## src/rtl/move_input_conditioner.sv

```systemverilog
// Push-button conditioner: 2-flop synchronizer, 4-state debounce FSM per button,
// opposing-direction cancel, press-event pulses and a wrapping press counter.
module move_input_conditioner #(
  parameter int unsigned DEBOUNCE_CYCLES = 1000000,
  parameter int unsigned CNT_W           = 20
) (
  input  logic       CLK100MHZ,
  input  logic       CPU_RESETN,
  input  logic       btn_up_raw,
  input  logic       btn_down_raw,
  input  logic       btn_left_raw,
  input  logic       btn_right_raw,
  output logic       up,
  output logic       down,
  output logic       left,
  output logic       right,
  output logic       dir_any,
  output logic [3:0] press_evt,
  output logic [7:0] press_count
);

  typedef enum logic [1:0] {
    StReleased,
    StPressWait,
    StPressed,
    StReleaseWait
  } db_state_e;

  localparam logic [CNT_W-1:0] CntLast = CNT_W'(DEBOUNCE_CYCLES - 1);
  localparam logic [CNT_W-1:0] CntOne  = CNT_W'(1);

  // Bit order everywhere is {up, down, left, right}.
  logic [3:0] raw;
  logic [3:0] sync1_q, sync2_q;
  logic [3:0] db;
  logic [3:0] db_seen_q;
  logic [3:0] dir_d, dir_q;
  logic [3:0] evt_q;
  logic [7:0] count_q;
  logic [7:0] evt_sum;

  db_state_e        state_q [4];
  db_state_e        state_d [4];
  logic [CNT_W-1:0] cnt_q   [4];
  logic [CNT_W-1:0] cnt_d   [4];

  assign raw = {btn_up_raw, btn_down_raw, btn_left_raw, btn_right_raw};

  always_ff @(posedge CLK100MHZ or negedge CPU_RESETN) begin
    if (!CPU_RESETN) begin
      sync1_q <= '0;
      sync2_q <= '0;
    end else begin
      sync1_q <= raw;
      sync2_q <= sync1_q;
    end
  end

  always_ff @(posedge CLK100MHZ or negedge CPU_RESETN) begin
    if (!CPU_RESETN) begin
      for (int i = 0; i < 4; i++) begin
        state_q[i] <= StReleased;
        cnt_q[i]   <= '0;
      end
    end else begin
      for (int i = 0; i < 4; i++) begin
        state_q[i] <= state_d[i];
        cnt_q[i]   <= cnt_d[i];
      end
    end
  end

  always_comb begin
    for (int i = 0; i < 4; i++) begin
      state_d[i] = state_q[i];
      cnt_d[i]   = cnt_q[i];
      db[i]      = (state_q[i] == StPressed) || (state_q[i] == StReleaseWait);
      case (state_q[i])
        StReleased: begin
          if (sync2_q[i]) begin
            state_d[i] = StPressWait;
            cnt_d[i]   = CntOne;
          end
        end
        StPressWait: begin
          if (!sync2_q[i]) begin
            state_d[i] = StReleased;
            cnt_d[i]   = '0;
          end else if (cnt_q[i] == CntLast) begin
            state_d[i] = StPressed;
            cnt_d[i]   = '0;
          end else begin
            cnt_d[i] = cnt_q[i] + CntOne;
          end
        end
        StPressed: begin
          if (!sync2_q[i]) begin
            state_d[i] = StReleaseWait;
            cnt_d[i]   = CntOne;
          end
        end
        StReleaseWait: begin
          if (sync2_q[i]) begin
            state_d[i] = StPressed;
            cnt_d[i]   = '0;
          end else if (cnt_q[i] == CntLast) begin
            state_d[i] = StReleased;
            cnt_d[i]   = '0;
          end else begin
            cnt_d[i] = cnt_q[i] + CntOne;
          end
        end
        default: begin
          state_d[i] = StReleased;
          cnt_d[i]   = '0;
        end
      endcase
    end
  end

  // An opposing pair held together cancels to zero velocity on that axis.
  always_comb begin
    dir_d[3] = db[3] & ~db[2];
    dir_d[2] = db[2] & ~db[3];
    dir_d[1] = db[1] & ~db[0];
    dir_d[0] = db[0] & ~db[1];
  end

  assign evt_sum = 8'(evt_q[3]) + 8'(evt_q[2]) + 8'(evt_q[1]) + 8'(evt_q[0]);

  always_ff @(posedge CLK100MHZ or negedge CPU_RESETN) begin
    if (!CPU_RESETN) begin
      dir_q     <= '0;
      dir_any   <= 1'b0;
      db_seen_q <= '0;
      evt_q     <= '0;
      count_q   <= '0;
    end else begin
      dir_q     <= dir_d;
      dir_any   <= |dir_d;
      db_seen_q <= db;
      evt_q     <= db & ~db_seen_q;
      count_q   <= count_q + evt_sum;
    end
  end

  assign up          = dir_q[3];
  assign down        = dir_q[2];
  assign left        = dir_q[1];
  assign right       = dir_q[0];
  assign press_evt   = evt_q;
  assign press_count = count_q;

endmodule

```

## config.mk

```make
export PLATFORM = sky130hd
export DESIGN_NAME = move_input_conditioner
export DESIGN_NICKNAME = d
export VERILOG_FILES = /design/src/rtl/move_input_conditioner.sv
export SDC_FILE = /design/constraint.sdc
export NUM_CORES = 1
export LEC_CHECK = 0
export ABC_AREA = 1
export BUFFER_PORTS_ARGS = -buffer_cell sky130_fd_sc_hd__buf_2
export CAP_MARGIN = 20
export CORE_MARGIN = 2
export CORE_UTILIZATION = 66
export DETAILED_ROUTE_END_ITERATION = 16
export GPL_ROUTABILITY_DRIVEN = 0
export GPL_TIMING_DRIVEN = 0
export PLACE_DENSITY_LB_ADDON = 0.08
export SYNTH_ARGS = -nofsm -noshare
export SYNTH_HDL_FRONTEND = slang
export SYNTH_SLANG_ARGS = --single-unit
```

## constraint.sdc

```tcl
create_clock -name CLK100MHZ -period 6.1 [get_ports CLK100MHZ]
set_clock_uncertainty 0.05 [all_clocks]
set_input_delay 0.915 -clock CLK100MHZ [delete_from_list [all_inputs] [get_ports CLK100MHZ]]
set_output_delay 0.915 -clock CLK100MHZ [all_outputs]
set_load 0.02 [all_outputs]
```

# Yosys cells after proc, flatten, opt, wreduce, memory -nomap -nowiden
# Index checks and enable logic that the tools add are counted.
dict set report totals {
  in_bits 6
  output_inout_bits 17
  reg_bits 117
}
dict set report op_classes {
  addsub 8
  n_eq_ne 32
  muxes 52
  bitwise 10
  reduce_logical 17
}
# operator n
set ops {}
lappend ops {{20-bit 2-to-1 mux} 20}
lappend ops {{20-bit case mux with 4 select lines} 4}
lappend ops {{20-bit by 1-bit adder with 20-bit output, second input constant} 4}
lappend ops {{20-bit == test, second input constant} 4}
lappend ops {{2-bit 2-to-1 mux} 24}
lappend ops {{2-bit case mux with 4 select lines} 4}
lappend ops {{2-bit == test, second input constant} 8}
lappend ops {{2-bit inequality test, second input constant} 8}
lappend ops {{4-bit AND reduction} 4}
lappend ops {{3-bit by 2-bit inequality test with 1-bit output, second input constant} 4}
lappend ops {{3-bit inequality test, second input constant} 4}
lappend ops {{8-bit by 4-bit adder with 8-bit output} 1}
lappend ops {{2-bit by 1-bit == test with 1-bit output, second input constant} 4}
lappend ops {{2-bit zero test} 4}
lappend ops {{2-bit AND reduction} 4}
lappend ops {{3-bit by 1-bit adder with 4-bit output} 1}
lappend ops {{1-bit bitwise AND} 4}
lappend ops {{4-bit bitwise AND} 1}
lappend ops {{1-bit logical OR} 4}
lappend ops {{1-bit NOT} 4}
lappend ops {{4-bit NOT} 1}
lappend ops {{4-bit OR reduction} 1}
lappend ops {{2-bit by 1-bit adder with 3-bit output} 1}
lappend ops {{1-bit by 1-bit adder with 2-bit output} 1}

# Depth between registers and ports, before layout
# Gate-level depths: netlist of run 1.
dict set report depth {
  depth_word 5
  ltp_mapped 10
  ltp_nobuf 10
}

# Worst setup path before layout of run 1
# OpenSTA, ideal clock, no wires.
dict set report synth_timing {
  path_kind {register -> register}
  from {reg evt_q[0], in the netlist press_evt[0]}
  to {reg count_q[6], in the netlist press_count[6]}
  required_time_ns 5.921
  arrival_time_ns 2.212
  path_stages_with_launch 8
  synth_period_minus_slack_ns 2.391
  slack_ns 3.709
  cell_sequence {dfrtp_1 > fa_1 > inv_1 > fa_1 > fa_1 > nor2_1 > nand3_1 > xnor2_1}
}
dict set report synth_between {
  elab_chain_cells 2
}
# element line_no
set synth_lines {}
lappend synth_lines {{start: declaration} 38} ;# logic [3:0] evt_q;
lappend synth_lines {{start signal: assignment} 142} ;# evt_q <= db & ~db_seen_q;
lappend synth_lines {{3-bit by 1-bit adder with 4-bit output} 129} ;# assign evt_sum = 8'(evt_q[3]) + 8'(evt_q[2]) + 8'(evt_q[1]) + 8'(evt_q[0]);
lappend synth_lines {{8-bit by 4-bit adder with 8-bit output} 143} ;# count_q <= count_q + evt_sum;
lappend synth_lines {{end signal: assignment} 143}
lappend synth_lines {{end: declaration} 39} ;# logic [7:0] count_q;
# Every way passes these cells.
# A chain may end at the register's enable or synchronous reset.

# Worst setup path in the final report of run 1
dict set report layout_timing {
  from {reg evt_q[0], in the netlist press_evt[0]}
  to {reg count_q[7], in the netlist press_count[7]}
}
# The elaborated chain is that of the path after synthesis.

==> results of run 1 <==
-- layer usage --
metal  wire length, um  global-route usage [%]
met5                 0                       0
met4               340                   12.41
met3               755                   7.934
met2              7036                   48.48
met1              6054                   38.02
-- kinds of logic after synthesis --
kind of cell / share of synthesized area [%]
buffers and inverters: 7.133
AO/OA/AOI/OAI: 6.484
XOR/XNOR: 5.227
adder cells (fa/ha/maj): 2.712
flip-flops: 45.98
AND/OR/NAND/NOR: 32.46
-- worst register-to-register path, delay by kind of cell, from the launching register on --
kind / cells / cell delay, ns
buffers and inverters: 1 / 0.06
adder cells (fa/ha/maj): 2 / 0.97
AND/OR/NAND/NOR: 3 / 0.50
AO/OA/AOI/OAI: 1 / 0.33
XOR/XNOR: 1 / 0.16
flip-flops: 1 / 0.42
-- layout make-up --
| cell class | instances | area, um^2 |
|---|---|---|
| multi-input combinational | 583 | 2985 |
| sequential | 117 | 2928 |
| fill | 628 | 1984 |
| clock buffer | 21 | 449.2 |
| inverter | 97 | 365.4 |
| clock inverter | 10 | 177.7 |
| tap | 129 | 161.4 |
| timing repair buffer | 23 | 143.9 |
| buffer | 13 | 88.84 |
-- registers in the layout (all words and copies together) (netlist names), named ones only --
signal	count
cnt_q	80
db_seen_q	4
dir_any	1
dir_q	4
press_count	8
press_evt	4
state_q	4
sync1_q	4
sync2_q	4
-- synthesized netlist by cell type (3+ instances only) --
cell type  count  area [um^2]
nand2_1      255        957.2
dfrtp_1      117         2928
inv_1         87        326.6
nor2_1        75        281.5
nand3_1       65        325.3
o21ai_0       28        140.1
xor2_1        25        219.0
o22ai_1       22        137.6
nand4_1       15        93.84
xnor2_1       13        113.9
nand2_2       12        75.07
nor2_2        12        75.07
ha_1           9        112.6
inv_2          8        30.03
a21oi_1        7        35.03
nand3_2        6        60.06
nor3_1         6        30.03
buf_2          5        25.02
o21ai_1        5        25.02
o21bai_1       5        37.54
clkbuf_1       4        15.01
a22oi_1        3        22.52
buf_6          3        33.78
fa_1           3        60.06
nand2_4        3        33.78
nor2_4         3        33.78
-- per-stage QoR --
step	total power [W]	hold slack (ns)	instances	area, um^2	worst slack (ns)
after global placement	0.001759	0.2827	961	6639	2.711
after detailed placement	0.001811	0.2966	962	6673	3.599
after CTS	0.002887	0.2589	993	7300	3.473
after global routing	0.003039	0.2663	993	7300	3.346
final	0.002878	0.2529	993	7300	3.502
after floorplan	0.001561	0.2812	810	6367	3.709
-- worst max-delay path by stage --
stage | from | to | slack, ns | cells after the start
after floorplan | press_evt[0] | press_count[6] | 3.71 | 7
after global placement | CPU_RESETN | cnt_q[58] | 2.71 | 1
after detailed placement | press_evt[0] | press_count[6] | 3.60 | 7
after CTS | press_evt[0] | press_count[7] | 3.47 | 8
after global routing | press_evt[0] | press_count[7] | 3.35 | 8
final | press_evt[0] | press_count[7] | 3.50 | 8
-- power groups by stage --
stage | Sequential [W] | Clock, W | Combinational (W)
global route | 0.00105 | 0.00111 | 0.000880
global placement | 0.00103 | 0 | 0.000730
floorplan | 0.00108 | 0 | 0.000482
CTS | 0.00103 | 0.00107 | 0.000786
finish | 0.00103 | 0.00106 | 0.000783
detailed placement | 0.00104 | 0 | 0.000771
==> reports/summary.txt, run 1 <==
Status - completed
Worst-path cell chain - fa_1, inv_1, fa_1, o21ai_0, nand2_1, nor2_1, nand3_1, xnor2_1
Clk root buf - clkbuf_8
Final wirelength - 14190 um
CP startpoint kind - flop
CTS buffer count - 17
Worst setup EP type - flop
Power Internal - 0.001892 W
Syn_area_per_cell - 7.861 um^2
Initial DRC count - 365
Worst Path Max Fanout - 2
R2r startpoint - press_evt[0]
Worst-margin pin slew - 0.3938 ns
Worst EP arrival - 2.95 ns
R2R cell count - 8
Post-Syn Area - 6367 um^2
Final Hold Fails - 0
Slew margin rel. - 73.54%
Fmax - 384.9 MHz
Largest net degree at the start of global routing - 76
Sequential-to-total area share from yosys stat - 45.98%
Initial antenna violation count - 0
#FFs+latches synth - 117
Final nets - 870
Reg power frac - 36.0%
Max VDD drop - 0.2247 mV
Full die area - 10450 um^2
Net Sw Power - 0.0009859 W
Initial Util - 68.58%
Worst R2R Setup Slack - 3.50 ns
Slowest stage delay, CP - 0.57 ns
Library cells used by synthesis - 36
CP most frequent cell - fa_1
Via count - 5431
Max clock buf depth - 2
Critical path class - flop to flop
H-tree depth - 4
Prevailing post-synth register cell - dfrtp_1
Reg-to-reg endpoint - press_count[7]
Die W - 102.2 um
Core area - 9284 um^2
Sw frac - 34.25%
Ant. Diodes - 0
CTS Hold Buffers Added - 0
Clk network pwr share - 36.9%
Clock-pin slew on the worst setup and hold paths - 0.06 ns
Clk Latency, worst-skew pair - 0.52 ns
Share of layout cells above drive strength 1 - 12.96%
Comb pwr share - 27.2%
Overflow after GRT - 0
Hold Path Class - input pin to asynchronous set/reset pin
Clk sink count - 117
Global-route wire length before repair - 24050 um
Antenna-violating nets left - 0
First drt pass iteration count - 7
Max-cap check violation count - 0
Pleak - 3.467 nW
Post-synth EDFFs - 0
DR WL/cell - 14.29 um
Setup_tns - 0 ns
P&R area growth vs syn - 14.64%
CP max-delay cell - fa_1
Post-layout util - 78.63%
Most common cell after layout, fill and taps aside - nand2_1
Setup violators final - 0
PD cells - 394.3 nW/um^2
Synth warn - 0
Vias in the first global route - 5303
Mapped Nets - 828
Tmin final - 2.598 ns
Port buffer count - 22
# Post-CTS Setup Buffers - 0
Most frequent cells in the layout - nand2_1, dfrtp_1, inv_1, nor2_1, nand3_1
CP Data Required Time - 6.45 ns
Critical path's top delay family - adder cells
Cell Rows - 35
Hpwl dp - 9258 um
Total track usage - 29.77%
WP buf/inv - 1
TritonCTS clock tree - built
Slew Limit Fails - 0
DRC - 0
Vias per cell - 5.469
Ys async rst share - 100.0%
Syn Inst Count - 810
Final Cycle Share - 42.59%
Die H - 102.2 um
CTS-repair resized insts - 0
RSZ-0062 raised after global routing - no
IO Pins - 23
Note: power is estimated with default switching activity, not from simulation.
==> run 2: changes to the inputs <==
--- a/config.mk
+++ b/config.mk
@@ -9,7 +9,7 @@
 export BUFFER_PORTS_ARGS = -buffer_cell sky130_fd_sc_hd__buf_2
 export CAP_MARGIN = 20
 export CORE_MARGIN = 2
-export CORE_UTILIZATION = 66
+export CORE_UTILIZATION = 56
 export DETAILED_ROUTE_END_ITERATION = 16
 export GPL_ROUTABILITY_DRIVEN = 0
 export GPL_TIMING_DRIVEN = 0
==> constraint.sdc (replaced) <==
create_clock -name CLK100MHZ -period 2.35 [get_ports CLK100MHZ]
set_clock_uncertainty 0.05 [all_clocks]
set_input_delay 0.3525 -clock CLK100MHZ [delete_from_list [all_inputs] [get_ports CLK100MHZ]]
set_output_delay 0.3525 -clock CLK100MHZ [all_outputs]
set_load 0.02 [all_outputs]
==> run 2 against run 1 <==
Against the previous run:
- core utilization fell by 11 points
- design area rose by 2.2%
- sequential power rose to 2.6 times the previous value
- critical path depth fell by 1
- register-to-register slack got worse by 3.4 ns
- hold slack improved by 0.052 ns
- via count fell by 2.5%
- largest cell class unchanged
==> reports/summary.txt, run 2 (same netlist as run 1, synthesis figures left out) <==
Status - completed
Clk root buf - clkbuf_16
Largest register FFs - 80 (unchanged)
Max VDD drop - 0.8537 mV (+280%)
Setup violators final - 0 (unchanged)
Fmax - 435.2 MHz (+13%)
Max clock buf depth - 2 (unchanged)
Die W - 110.6 um (+8.2%)
Clk Latency, worst-skew pair - 0.41 ns (-0.11 ns)
Tmin final - 2.298 ns (-0.3004 ns)
Hold Path Class - flop to flop
Worst hold path stage count - 0
RSZ-0062 raised after global routing - yes
Port buffer count - 22 (unchanged)
Die H - 110.6 um (+8.2%)
Final wirelength - 13150 um (-7.3%)
Non-filler instance count after layout - 1011 (+1.8%)
Total power - 0.007733 W (+170%)
First drt pass iteration count - 5 (-2)
Hold_sp - sync1_q[0]
H-tree depth - 4 (unchanged)
Global-route wire length before repair - 22730 um (-5.5%)
Largest net degree at the start of global routing - 66 (-13%)
R2R cell count - 7 (-1)
Ant. Diodes - 0 (unchanged)
CP most frequent cell - fa_2
Final Hold Fails - 0 (unchanged)
Share of layout cells above drive strength 1 - 14.01% (+1.0 points)
CP startpoint kind - flop
Most common cell after layout, fill and taps aside - nand2_1
Critical path class - flop to flop
Clk sink count - 117 (unchanged)
Worst EP arrival - 2.53 ns (-0.42 ns)
Clock-pin slew on the worst setup and hold paths - 0.05 ns (about the same)
Area of the multi-input gates - 3014 um^2 (+0.96%)
Most flops, register - cnt_q
Register Area - 2929 um^2 (about the same)
P&R area growth vs syn - 17.12%
Overflow after GRT - 0 (unchanged)
Full die area - 12240 um^2 (+17%)
Final Cycle Share - 97.78% (+55 points)
DR WL/cell - 13.01 um (-8.9%)
TritonCTS clock tree - built
Worst Path Max Fanout - 2 (unchanged)
Vias per cell - 5.237 (-4.2%)
CP Data Required Time - 2.58 ns (-3.87 ns)
Reg-to-reg endpoint - press_count[6]
Final nets - 876 (+0.69%)
DRC - 0 (unchanged)
Worst-margin pin slew - 0.4967 ns (+0.1029 ns)
Placed cells - 973 (+1.1%)
# fillers - 854 (+36%)
Worst Hold End - sync2_q[0]
R2r startpoint - press_evt[3]
Via count - 5295 (-2.5%)
CP max-delay cell - fa_1
Slowest stage delay, CP - 0.55 ns (-0.02 ns)
Total track usage - 22.53% (-7.2 points)
Initial antenna violation count - 0 (unchanged)
Worst setup EP type - flop
Core area - 10980 um^2 (+18%)
Antenna-violating nets left - 0 (unchanged)
IO Pins - 23 (unchanged)
Most frequent cells in the layout - nand2_1, dfrtp_1, inv_1, nor2_1, nand3_1
Initial DRC count - 391 (+7.1%)
Vias in the first global route - 5074 (-4.3%)
Hold Slack - 0.3049 ns (+0.05200 ns)
Worst-path cell chain - fa_1, inv_2, fa_2, fa_2, nor2_4, nand3_2, xnor2_2
Pleak - 3.528 nW (+1.8%)
Cell Rows - 38 (+8.6%)
Worst R2R Setup Slack - 0.05 ns (-3.45 ns)
PD cells - 1037 nW/um^2 (+160%)
Max-cap check violation count - 0 (unchanged)
Initial Util - 57.97% (-11 points)
Slew margin rel. - 66.88% (-6.7 points)
Hpwl dp - 8952 um (-3.3%)
Slew Limit Fails - 0 (unchanged)
CTS buffer count - 17 (unchanged)
run 2: changes by cell type in the layout (fill, tap and decap cells not counted), sizes merged:
cell / previous run / this run
clkbuf: 25 / 27
buf: 32 / 33
clkinvlp: 1 / 0
bufinv: 5 / 6
dlygate4sd3: 0 / 5
clkinv: 6 / 5
run 2: timing repair:
| action | in CTS | in global routing |
|---|---|---|
| setup buffers | 0 | 1 |
| pin swaps | 0 | 5 |
| resized for setup | 2 | 5 |
| hold buffers | 5 | 0 |
| endpoints found under the hold margin | 56 | 0 |
| endpoints found under the setup margin | 1 | 2 |
run 2: power breakdown:
| group | internal (W) | leakage, nW | switching (W) |
|---|---|---|---|
| clock network | 0.00210 | 0.337 | 0.000871 |
| registers | 0.00236 | 1.56 | 0.000312 |
| logic | 0.000736 | 1.63 | 0.00135 |
| total | 0.00519 | 3.53 | 0.00254 |
run 2: layout make-up:
cell class                      instances  area share [%]
Buffer                                 13           1.191
Clock buffer                           23           6.544
Clock inverter                          9           2.617
Inverter                               97           4.899
Multi-Input combinational cell        583           40.42
Sequential cell                       117           39.28
Tap cell                              140           2.349
Timing Repair Buffer                   29           2.701
run 2: per-stage QoR:
step	setup TNS [ns]	area (um^2)	setup slack (ns)	utilization, %
3_5_place_dp	-0.02293	6693	-0.02293	60.94
3_3_place_gp	-63.47	6659	-0.7515	60.63
5_1_grt	-0.01163	7457	-0.01163	67.90
6_report	0	7457	0.05228	67.90
2_1_floorplan	0	6374	0.04954	-
4_1_cts	0	7431	0.01435	67.66
run 2: metal layers:
layer	global-route usage, %	share of wire [%]
met1	30.33	47
met2	35.83	47
met3	5.324	4.4
met4	8.167	1.4
met5	0	0
run 2: critical path: cells and delay by family, from the launching register on:
kind,cells,cell delay (ns)
simple gates,2,0.20
flops,1,0.40
buf+inv,1,0.04
fa+ha+maj,3,1.34
xor+xnor,1,0.15
run 2: how the worst max path moves through the flow:
stage,from,end,slack (ns)
final,press_evt[3],press_count[6],0.05
after global routing,press_evt[3],press_count[6],-0.01
after CTS,press_evt[0],press_count[6],0.01
after detailed placement,press_evt[0],press_count[7],-0.02
after global placement,CPU_RESETN,press_evt[0],-0.75
after floorplan,press_evt[0],press_count[6],0.05
